===== src/rtl/cia_multiword_seq_adder.sv =====
// Multi-beat wide adder: streams WIDTH-bit slices of two wide operands through a
// carry-increment adder, LSB slice first, with valid/ready handshakes on both sides.

module carry_increment_adder #(
    parameter int WIDTH = 8
) (
    input  logic [WIDTH-1:0] a,
    input  logic [WIDTH-1:0] b,
    input  logic             carry_in,
    output logic [WIDTH-1:0] sum,
    output logic             carry_out
);
    localparam int BLK  = 4;
    localparam int NBLK = (WIDTH + BLK - 1) / BLK;

    logic [NBLK:0] c;
    assign c[0] = carry_in;

    // Each block adds with carry 0, then increments by the incoming carry; the block
    // carry is its own carry or an all-ones partial sum propagating the incoming one.
    for (genvar i = 0; i < NBLK; i++) begin : g_blk
        localparam int LO = i * BLK;
        localparam int BW = (WIDTH - LO < BLK) ? (WIDTH - LO) : BLK;
        logic [BW:0] raw;
        assign raw          = {1'b0, a[LO +: BW]} + {1'b0, b[LO +: BW]};
        assign sum[LO +: BW] = raw[BW-1:0] + BW'(c[i]);
        assign c[i+1]       = raw[BW] | (c[i] & (&raw[BW-1:0]));
    end

    assign carry_out = c[NBLK];
endmodule

module cia_multiword_seq_adder #(
    parameter int WIDTH = 8,
    parameter int BEATS = 4
) (
    input  logic                   clk,
    input  logic                   rst,
    input  logic                   in_valid,
    output logic                   in_ready,
    input  logic [WIDTH*BEATS-1:0] a,
    input  logic [WIDTH*BEATS-1:0] b,
    input  logic                   carry_in,
    output logic                   out_valid,
    input  logic                   out_ready,
    output logic [WIDTH*BEATS-1:0] sum,
    output logic                   carry_out,
    output logic                   busy
);
    localparam int N  = WIDTH * BEATS;
    localparam int CW = (BEATS > 1) ? $clog2(BEATS) : 1;

    localparam logic [1:0] IDLE = 2'd0;
    localparam logic [1:0] RUN  = 2'd1;
    localparam logic [1:0] DONE = 2'd2;

    logic [1:0]       state;
    logic [CW-1:0]    beat;
    logic             carry_reg;
    logic [N-1:0]     a_reg;
    logic [N-1:0]     b_reg;
    logic [WIDTH-1:0] a_slice;
    logic [WIDTH-1:0] b_slice;
    logic [WIDTH-1:0] add_sum;
    logic             add_cout;

    assign in_ready  = (state == IDLE);
    assign out_valid = (state == DONE);
    assign busy      = (state != IDLE);

    always_comb begin
        a_slice = '0;
        b_slice = '0;
        for (int i = 0; i < BEATS; i++) begin
            if (beat == CW'(i)) begin
                a_slice = a_reg[i*WIDTH +: WIDTH];
                b_slice = b_reg[i*WIDTH +: WIDTH];
            end
        end
    end

    carry_increment_adder #(.WIDTH(WIDTH)) u_add (
        .a         (a_slice),
        .b         (b_slice),
        .carry_in  (carry_reg),
        .sum       (add_sum),
        .carry_out (add_cout)
    );

    // Operand registers are reset only for determinism; their value in IDLE is unused.
    always_ff @(posedge clk) begin
        if (rst) begin
            state     <= IDLE;
            beat      <= '0;
            carry_reg <= 1'b0;
            sum       <= '0;
            carry_out <= 1'b0;
            a_reg     <= '0;
            b_reg     <= '0;
        end else begin
            case (state)
                IDLE: begin
                    if (in_valid) begin
                        a_reg     <= a;
                        b_reg     <= b;
                        carry_reg <= carry_in;
                        beat      <= '0;
                        sum       <= '0;
                        state     <= RUN;
                    end
                end
                RUN: begin
                    for (int i = 0; i < BEATS; i++) begin
                        if (beat == CW'(i)) sum[i*WIDTH +: WIDTH] <= add_sum;
                    end
                    carry_reg <= add_cout;
                    if (beat == CW'(BEATS - 1)) begin
                        carry_out <= add_cout;
                        state     <= DONE;
                    end else begin
                        beat <= beat + CW'(1);
                    end
                end
                DONE: begin
                    if (out_ready) state <= IDLE;
                end
                default: state <= IDLE;
            endcase
        end
    end
endmodule


===== config.mk =====
export PLATFORM = sky130hd
export DESIGN_NAME = cia_multiword_seq_adder
export DESIGN_NICKNAME = d
export VERILOG_FILES = /design/src/rtl/cia_multiword_seq_adder.sv
export SDC_FILE = /design/constraint.sdc
export NUM_CORES = 1
export LEC_CHECK = 0
export CAP_MARGIN = 20
export CORE_MARGIN = 4
export CORE_UTILIZATION = 48
export CTS_BUF_LIST = sky130_fd_sc_hd__clkbuf_4 sky130_fd_sc_hd__clkbuf_8
export CTS_CLUSTER_SIZE = 24
export DETAILED_ROUTE_END_ITERATION = 16
export PLACE_DENSITY_LB_ADDON = 0.12
export SYNTH_ARGS = -nofsm -noshare
export SYNTH_HDL_FRONTEND = slang
export SYNTH_HIERARCHICAL = 1
export SYNTH_SLANG_ARGS = --single-unit

===== constraint.sdc =====
create_clock -name clk -period 3.5 [get_ports clk]
set_clock_uncertainty 0.05 [all_clocks]
set_input_delay 1.05 -clock clk [delete_from_list [all_inputs] [get_ports clk]]
set_output_delay 1.05 -clock clk [all_outputs]
set_load 0.02 [all_outputs]

# Word level (Yosys, flattened, before mapping)
# Index checks and enable logic that the tools add are counted.
# totals
regBits	102
input_bits	69
out_inout_bits	36
wordCells	69
# op_classes
addsub	5
eq_ne	12
muxes	23
bitwise_logic	4
n_reduce_logical	15
# op_table
operator	count
$mux 8	12
$pmux 32 s2	1
$mux 32	1
$reduce_and 3->1	6
$ne 2x2->1 const B	6
$add 4x4->5	2
$mux 2	5
$add 4x1->4	2
$reduce_and 4->1	2
$eq 2x2->1 const B	3
$pmux 2 s3	1
$reduce_and 2->1	3
$eq 2x1->1 const B	2
$logic_not 2->1	2
$pmux 2 s2	1
$reduce_bool 2->1	2
$add 2x1->2 const B	1
$and 1x1->1	2
$ne 2x1->1 const B	1
$or 1x1->1	2
$pmux 1 s2	1
$mux 1	1

# Longest topological paths before layout
# Gate-level depths: netlist of run 1.
# depth
word_depth	12
mapped_depth	18

# By module
# The synthesis of run 1 kept the hierarchy.
# modules_own_cells
module	n_inst	cells_each	area_each_um2
cia_multiword_seq_adder	1	547	4506.8
carry_increment_adder	1	43	390.4

# Worst setup path after synthesis of run 1
# No wires, ideal clock.
# synth_path
kind	reg-to-reg
from	register beat[0]
to	register sum[15]
arrival_time_ps	3583
required_ps	3378
setup_slack_ps	-205
stages_incl_launch_ff	19
cell_sequence	dfxtp_1 > inv_1 > ha_1 > clkbuf_1 > clkbuf_1 > a21oi_1 > o21ai_0 > a22o_1 > ha_1 > fa_1 > a21o_1 > or4b_1 > a31o_1 > ha_1 > nand3_1 > xnor2_1 > xnor2_1 > nand3b_1 > mux2i_1
# synth_between
elab_chain_cells	12
word_cells_on_any_way	22
# synth_rtl
item	line_no	source
start, declared	58	logic [CW-1:0] beat;
start signal, assigned	121	beat <= beat + CW'(1);
$logic_not 2->1	75	if (beat == CW'(i)) begin
$mux 8 (3 in a row)	75	
$mux 8 (*)	75	
named net a_slice[0]	62	logic [WIDTH-1:0] a_slice;
$add 4x4->5 (*)	25	assign raw = {1'b0, a[LO +: BW]} + {1'b0, b[LO +: BW]};
$reduce_and 4->1	27	assign c[i+1] = raw[BW] | (c[i] & (&raw[BW-1:0]));
$and 1x1->1	27	
$or 1x1->1 (*)	27	
$add 4x1->4 (*)	26	assign sum[LO +: BW] = raw[BW-1:0] + BW'(c[i]);
named net add_sum[7]	64	logic [WIDTH-1:0] add_sum;
$mux 8 (*)	114	if (beat == CW'(i)) sum[i*WIDTH +: WIDTH] <= add_sum;
$pmux 32 s2 (*)	101	case (state)
end signal, assigned by index	114	
end, declared	46	output logic [WIDTH*BEATS-1:0] sum,
# The timed path passes the listed nets; every way through them passes the cells marked *. The select of a mux whose other input is x is not followed.
# A chain may end at the register's enable or synchronous reset.

# Final worst setup path of run 1
# layout_path
from	register beat[1]
to	register sum[22]
# layout_between
elab_chain_cells	12
word_cells_on_any_way	22
# layout_rtl
item	line_no	source
$logic_not 2->1	75	
$mux 8 (3 in a row)	75	
$mux 8 (*)	75	
named net b_slice[0]	63	logic [WIDTH-1:0] b_slice;
$add 4x4->5 (*)	25	
$reduce_and 4->1	27	
$and 1x1->1	27	
$or 1x1->1 (*)	27	
$add 4x1->4 (*)	26	
named net add_sum[6]	64	
$mux 8 (*)	114	
$pmux 32 s2 (*)	101	
# Marked as above.

==> flow_summary_export.csv, run 1 <==
group,metric,value,unit
drt,detail_route.vias_per_cell,5.20,
die,floorplan.die.width,109,um
power_and_ir_drop,p_per_area,408,nW/um^2
job,cap_viol_max_count,0,
clock_network,clock_tree.htree_level_count,3,
placed_design,numPlacedInstances,810,
yosys,synthesis.instances,590,
yosys,synth_compound_gate_area_share,18.0,%
yosys,seq_area_frac_synth,41.7,%
worst_setup_path,critical_path.n_buffers_inverters,2,
global_route,first_pass_grt_wire_length,19.7,mm
power_and_ir_drop,irDropWorstVdd,0.000211,V
worst_setup_path,cp_data_required_time,3.76,ns
final_layout,drive_gt1_share,12.3,%
worst_setup_path,delay_of_the_slowest_critical_path_stage,0.47,ns
final_layout,finish.net_count,781,
die,pin_count,105,
clock_network,cts_buffer_depth,2,
worst_setup_path,crit_top_cell,"ha_2",
final_layout,antennaDiodeCount,0,
yosys,avgSynthCellArea,8.30,um^2
die,initial_utilization,49.6,%
yosys,yosysTopAreaCellShare,41.7,%
global_route,overflow,0,
sta,final_period_minus_worst_setup_slack,3.44,ns
clock_network,inserted_clock_buffers,9,
worst_setup_path,worst_r2r_path_depth,15,
clock_network,tritoncts,"built",
clock_network,clock_sink_count,102,
worst_setup_path,critical-path-top-delay-family,"adder cells",
worst_hold_path,worst_hold_path_type,"reg -> reg",
yosys,post_synth_and_or_nand_nor_area_fraction,19.7,%
yosys,yosys-top-cells-area,"dfxtp_1, nand2_1, a21oi_1",
die,floorplan.core_area,9860,um^2
global_route,grt_overall_usage,21.0,%
final_layout,layout-area-overhead-vs-synth,31.7,%
yosys,synth_enable_flop_cells,0,
yosys,yosys_register_bits,102,
sta,slew_headroom,43.1,%
final_layout,layout.cells.non_filler,832,
worst_setup_path,rrSetupSlack,0.06,ns
clock_network,register_clock_pin_slew_on_the_reported_worst_setup_and_hold_paths,0.12,ns
drt,ant_nets,0,
global_route,antenna_found_initial,0,
placed_design,detailedPlacementHpwl,8.86,mm
yosys,synth.largest_area_cell,"dfxtp_1",
worst_setup_path,crit_slowest_cell,"or4b_1",
die,floorplan.rows,36,
worst_setup_path,r2r_end,"sum[22]",
worst_hold_path,worstHoldPathCells,2,
global_route,vias_in_the_first_global_route,4220,
yosys,synthesized_area,4900,um^2
drt,num_vias,4324,
worst_hold_path,startpoint_of_the_tightest_hold_check_path,"a_reg[31]",
clock_network,clock-root-buffer,"clkbuf_8",
sta,report.final.hold_viol_count,0,
worst_setup_path,cp_cell_sequence,"inv_4 > ha_4 > buf_4 > o21ai_0 > a22o_1 > ha_2 > fa_2 > a21o_1 > or4b_1 > a31o_1 > ha_2 > ha_2 > xor2_1 > nand3b_1 > mux2i_1",
global_route,grt_start_max_net_pins,69,
die,overall_die_area,11900,um^2
worst_setup_path,cp.arrival,3.70,ns
sta,rsz0062_at_grt,"true",
worst_setup_path,startpoint_type,"flop",
sta,worst_hold_slack,0.410,ns
yosys,synth_fp_nets,677,
drt,drt_pass1_iterations,5,
yosys,synth_adder_area_share,4.91,%
yosys,synth_top_family_by_area,"simple AND/OR/NAND/NOR gates",
final_layout,fin_util,65.4,%
drt,wl_per_cell,14.6,um
sta,final-max-slew-violation-count,0,
placed_design,gp_congestion,0.814,
yosys,muxShareOfSynthArea,6.54,%
drt,postRouteWirelength,12.1,mm
worst_setup_path,timing_worst_setup_path_type,"reg -> reg",
yosys,yosys.cell_types.count,39,
power_and_ir_drop,leakage,2.54,nW
yosys,yosys.area_share.xor_xnor,1.43,%
run_status,run_status,"completed",
placed_design,portBuffers,104,
drt,first_iter_violations,136,
die,fp.dieH,109,um
yosys,synth-warning-count,6,
worst_setup_path,regToRegStartpoint,"beat[1]",
sta,setup-violations-final,0,
sta,period_share,98.2,%
drt,drc,0,
sta,worst-slew-pin-transition,0.852,ns
worst_setup_path,path_max_fanout,6,
clock_network,worstSkewPairLatency,0.38,ns
yosys,postSynth.asyncResetShare,0,%
worst_setup_path,endpoint_kind,"flop",
sta,max_freq,291,MHz
worst_hold_path,whs_endpoint,"a_reg[31]",
yosys,synthFlopType,"dfxtp_1",
per-layer routing:
layer  GRT usage, %  up-vias  part of all wire (%)
met4           7.39        0                   1.5
li1               -     2171                     -
met2           35.9      120                    49
met5              0        -                     0
met1           26.0     2015                    44
met3           4.50       18                   5.0
worst reg2reg max path: stages, from the launching register on:
cell and delay [ns]:
dfxtp_4 0.38, inv_4 0.07, ha_4 0.16, buf_4 0.14, o21ai_0 0.10, a22o_1 0.20
ha_2 0.18, fa_2 0.35, a21o_1 0.18, or4b_1 0.47, a31o_1 0.21, ha_2 0.19
ha_2 0.17, xor2_1 0.15, nand3b_1 0.16, mux2i_1 0.22
power breakdown:
part           leakage, nW  switching (W)  internal (W)
sequential           0.835      0.0000421       0.00122
clock                0.104       0.000452      0.000347
combinational         1.60       0.000284      0.000285
total                 2.54       0.000778       0.00186
worst max-delay path by stage:
stage	start	slack, ns	to	depth (start not counted)
2_1_floorplan	beat[0]	0.009	sum[15]	18
3_3_place_gp	beat[1]	-0.01	sum[15]	16
3_5_place_dp	beat[1]	-0.20	sum[22]	15
4_1_cts	beat[0]	0.003	sum[22]	15
5_1_grt	beat[1]	-0.1	sum[31]	16
6_report	beat[1]	0.06	sum[22]	15
synth_stat cells, types with 2 or more instances:
| cell | n |
|---|---|
| nand2b_1 | 34 |
| ha_1 | 16 |
| a21o_1 | 6 |
| or3b_1 | 2 |
| fa_1 | 2 |
| inv_1 | 22 |
| clkbuf_1 | 24 |
| nand2_1 | 149 |
| buf_4 | 2 |
| o21ai_0 | 17 |
| buf_8 | 6 |
| xnor2_1 | 3 |
| nand3b_1 | 10 |
| nand3_1 | 5 |
| mux2i_1 | 32 |
| xor2_1 | 5 |
| a21oi_2 | 9 |
| buf_2 | 9 |
| dfxtp_1 | 102 |
| buf_6 | 4 |
| clkbuf_2 | 2 |
| nor2b_1 | 2 |
| nor3_1 | 2 |
| a21oi_1 | 94 |
| a22o_1 | 16 |
| nor2_1 | 2 |
metrics by stage:
stage / setup slack [ns] / setup TNS [ns] / total power, W / area [um^2]
floorplan: 0.00896 / 0 / 0.00162 / 4920
global placement: -0.0147 / -0.0561 / 0.00182 / 6070
detailed placement: -0.204 / -1.97 / 0.00183 / 6070
CTS: 0.00255 / 0 / 0.00263 / 6350
global route: -0.0968 / -0.950 / 0.00277 / 6450
finish: 0.0632 / 0 / 0.00263 / 6450
final cells by class:
class / count / area [um^2]
timing repair buffer: 140 / 1350
sequential: 102 / 2050
clock inverter: 7 / 86.3
inverter: 22 / 87.6
clock buffer: 9 / 124
fill: 854 / 3410
tap: 133 / 166
multi-input combinational: 419 / 2590
placed cells by master (no fill, tap or decap), types with 2 or more instances in the layout:
| master | synthesis | layout |
|---|---|---|
| clkbuf_8 | 0 | 9 |
| a22o_1 | 16 | 16 |
| nand3_1 | 5 | 4 |
| a21oi_2 | 9 | 11 |
| ha_2 | 0 | 3 |
| nor2b_1 | 2 | 2 |
| mux2i_1 | 32 | 32 |
| buf_12 | 0 | 2 |
| nor3_1 | 2 | 2 |
| dfxtp_1 | 102 | 100 |
| o21ai_0 | 17 | 15 |
| clkdlybuf4s50_1 | 0 | 103 |
| inv_1 | 22 | 20 |
| buf_6 | 4 | 4 |
| a21oi_1 | 94 | 92 |
| xnor2_1 | 3 | 2 |
| inv_8 | 0 | 2 |
| inv_6 | 0 | 2 |
| buf_4 | 2 | 30 |
| inv_4 | 0 | 2 |
| nand3b_1 | 10 | 10 |
| ha_4 | 0 | 5 |
| o21ai_1 | 1 | 3 |
| a21o_1 | 6 | 6 |
| nor2_1 | 2 | 2 |
| ha_1 | 16 | 8 |
| fa_2 | 0 | 2 |
| dfxtp_4 | 0 | 2 |
| nand2_1 | 149 | 149 |
| xor2_1 | 5 | 5 |
| nand2b_1 | 34 | 34 |
cell families (layout without fill, tap and decap cells):
family / Yosys count / count (layout)
and+or+nand+nor: 211 / 211
AOI/OAI and AO/OA: 150 / 150
DFF: 102 / 102
buffers and inverters: 69 / 178
muxes: 32 / 32
adders and majority gates: 18 / 18
xor gates and xnor gates: 8 / 8
what timing repair did:
action / CTS / global route
buffers inserted: 3 / 3
pin swaps: 7 / 12
gates cloned: 0 / 0
resized for setup: 19 / 17
setup endpoints to repair: 13 / 14
hold buffers: 0 / 0
No activity file was read; power rests on OpenSTA's default activity.
==> inputs of run 2 (changes only) <==
--- a/config.mk
+++ b/config.mk
@@ -7,11 +7,12 @@
 export LEC_CHECK = 0
 export CAP_MARGIN = 20
 export CORE_MARGIN = 4
-export CORE_UTILIZATION = 48
+export CORE_UTILIZATION = 45
 export CTS_BUF_LIST = sky130_fd_sc_hd__clkbuf_4 sky130_fd_sc_hd__clkbuf_8
 export CTS_CLUSTER_SIZE = 24
 export DETAILED_ROUTE_END_ITERATION = 16
 export PLACE_DENSITY_LB_ADDON = 0.12
+export SETUP_SLACK_MARGIN = 0.02
 export SYNTH_ARGS = -nofsm -noshare
 export SYNTH_HDL_FRONTEND = slang
 export SYNTH_HIERARCHICAL = 1
==> run 2 against run 1 <==
Compared with the run above: final area is 0.33% higher; largest power group unchanged; highest routed layer unchanged; global-route usage is 1.8 points lower; die area is 6.2% higher.
==> flow_summary_export.csv, run 2 (synthesis gave the netlist of run 1 again) <==
group,metric,value,unit
die,fp.dieH,112,um
worst_setup_path,endpoint_kind,"flop",
power_and_ir_drop,p_per_area,393,nW/um^2
clock_network,cts_buffer_depth,2,
worst_setup_path,path_max_fanout,6,
global_route,grt_start_max_net_pins,68,
worst_setup_path,cp_cell_sequence,"inv_4 > ha_4 > a21oi_2 > o21ai_2 > a22o_1 > ha_2 > fa_2 > buf_6 > buf_4 > xor2_2 > a22o_2 > a31o_1 > ha_4 > nand3_4 > xnor2_2 > xnor2_1 > nand3b_1 > mux2i_1",
sta,max_freq,288,MHz
final_layout,most-common-layout-cells,"nand2_1, clkdlybuf4s50_1, dfxtp_1",
worst_hold_path,startpoint_of_the_tightest_hold_check_path,"b_reg[20]",
clock_network,clock_tree.htree_level_count,3,
drt,top_layer,"met4",
worst_hold_path,worst_hold_path_type,"reg -> reg",
clock_network,tritoncts,"built",
clock_network,worstSkewPairLatency,0.36,ns
global_route,first_pass_grt_wire_length,20.2,mm
sta,period_share,99.2,%
drt,route.met2.wl,6.03,mm
sta,final-max-slew-violation-count,0,
global_route,vias_in_the_first_global_route,4152,
sta,report.final.hold_viol_count,0,
power_and_ir_drop,leakage,2.53,nW
worst_setup_path,timing_worst_setup_path_type,"reg -> reg",
placed_design,gp_congestion,0.861,
sta,aggregate_negative_setup_slack,0,ns
drt,detail_route.wirelength.met1,5.66,mm
global_route,grt_overall_usage,19.2,%
final_layout,fin_util,61.9,%
worst_setup_path,cp.arrival,3.71,ns
final_layout,sequential_cell_area,2050,um^2
sta,rsz0062_at_grt,"true",
final_layout,layout-area-overhead-vs-synth,32.1,%
die,pin_count,105,
worst_setup_path,rrSetupSlack,0.03,ns
drt,first_iter_violations,252,
sta,worst-slew-pin-transition,0.951,ns
run_status,run_status,"completed",
drt,ant_nets,0,
final_layout,fillCellCount,971,
worst_setup_path,crit_slowest_cell,"dfxtp_4",
final_layout,finish.net_count,781,
drt,drc,0,
drt,num_vias,4280,
die,floorplan.core_area,10500,um^2
global_route,antenna_found_initial,0,
worst_setup_path,startpoint_type,"flop",
drt,postRouteWirelength,12.4,mm
final_layout,antennaDiodeCount,0,
placed_design,detailedPlacementHpwl,9.08,mm
worst_setup_path,worst_r2r_path_depth,18,
worst_setup_path,r2r_end,"sum[7]",
clock_network,clock-root-buffer,"clkbuf_8",
final_layout,multiInputGateArea,2650,um^2
sta,setup-violations-final,0,
drt,wl_per_cell,14.9,um
job,cap_viol_max_count,0,
worst_setup_path,crit_top_cell,"ha_4",
final_layout,layout_commonest_cell,"nand2_1",
power_and_ir_drop,irDropWorstVdd,0.000256,V
drt,drt_pass1_iterations,6,
drt,detail_route.vias_per_cell,5.13,
clock_network,register_clock_pin_slew_on_the_reported_worst_setup_and_hold_paths,0.10,ns
worst_setup_path,delay_of_the_slowest_critical_path_stage,0.39,ns
die,overall_die_area,12600,um^2
die,initial_utilization,46.8,%
final_layout,drive_gt1_share,13.0,%
clock_network,inserted_clock_buffers,9,
sta,slew_headroom,36.5,%
sta,final_period_minus_worst_setup_slack,3.47,ns
drt,met3_wirelength,570,um
die,floorplan.die.width,112,um
worst_hold_path,worstHoldPathCells,2,
clock_network,cts_hold_buf,0,
worst_setup_path,regToRegStartpoint,"beat[1]",
clock_network,clock_sink_count,102,
die,floorplan.rows,37,
placed_design,portBuffers,104,
worst_setup_path,cp_data_required_time,3.74,ns
worst_hold_path,whs_endpoint,"b_reg[20]",
global_route,overflow,0,
## run 2: metal layers
layer / global-route usage [%] / up-vias
met5: 0 / -
met3: 3.56 / 14
met4: 5.13 / 0
met1: 25.4 / 2003
met2: 32.5 / 92
li1: - / 2171
## run 2: worst max-delay path by stage
stage,from,slack (ns),to
after floorplan,beat[0],0.03,sum[15]
after global placement,beat[0],0.04,sum[14]
after detailed placement,beat[1],-0.1,sum[7]
after CTS,beat[1],0.03,sum[7]
after global routing,beat[1],-0.19,sum[31]
final,beat[1],0.03,sum[7]
## run 2: worst max-delay path, delay by kind of cell (launching register included)
kind	cells	cell delay, ns
flip-flops	1	0.39
buffers and inverters	3	0.30
AO/OA/AOI/OAI	5	0.89
XOR/XNOR	3	0.40
AND/OR/NAND/NOR	2	0.23
adder cells (fa/ha/maj)	4	0.93
multiplexers	1	0.21
## run 2: power breakdown
part	switching (W)	internal, W	total (W)
clock	0.000411	0.000283	0.000694
sequential	0.0000415	0.00122	0.00127
combinational	0.000296	0.000291	0.000587
## run 2: cell type report
class	instances	share of cell area [%]
multi-input combinational	419	40.9
tap	136	2.63
clock inverter	6	0.696
clock buffer	10	2.13
sequential	102	31.7
inverter	22	1.31
timing repair buffer	140	20.7
## run 2: repair_timing
item                       4_1_cts  5_1_grt
setup endpoints to repair       13       14
pin swaps                        9       17
gates resized for setup         20       23
buffers inserted                 8        1
## run 2: stage by stage
step           instance area (um^2)  instances  setup WS (ns)  total power [W]  hold slack [ns]
2_1_floorplan                  4920        590         0.0340          0.00162            0.386
3_3_place_gp                   6050        811         0.0379          0.00182            0.396
3_5_place_dp                   6050        811        -0.0964          0.00183            0.399
4_1_cts                        6350        835         0.0255          0.00253            0.413
5_1_grt                        6470        835         -0.191          0.00267            0.428
6_report                       6470        835         0.0282          0.00255            0.412
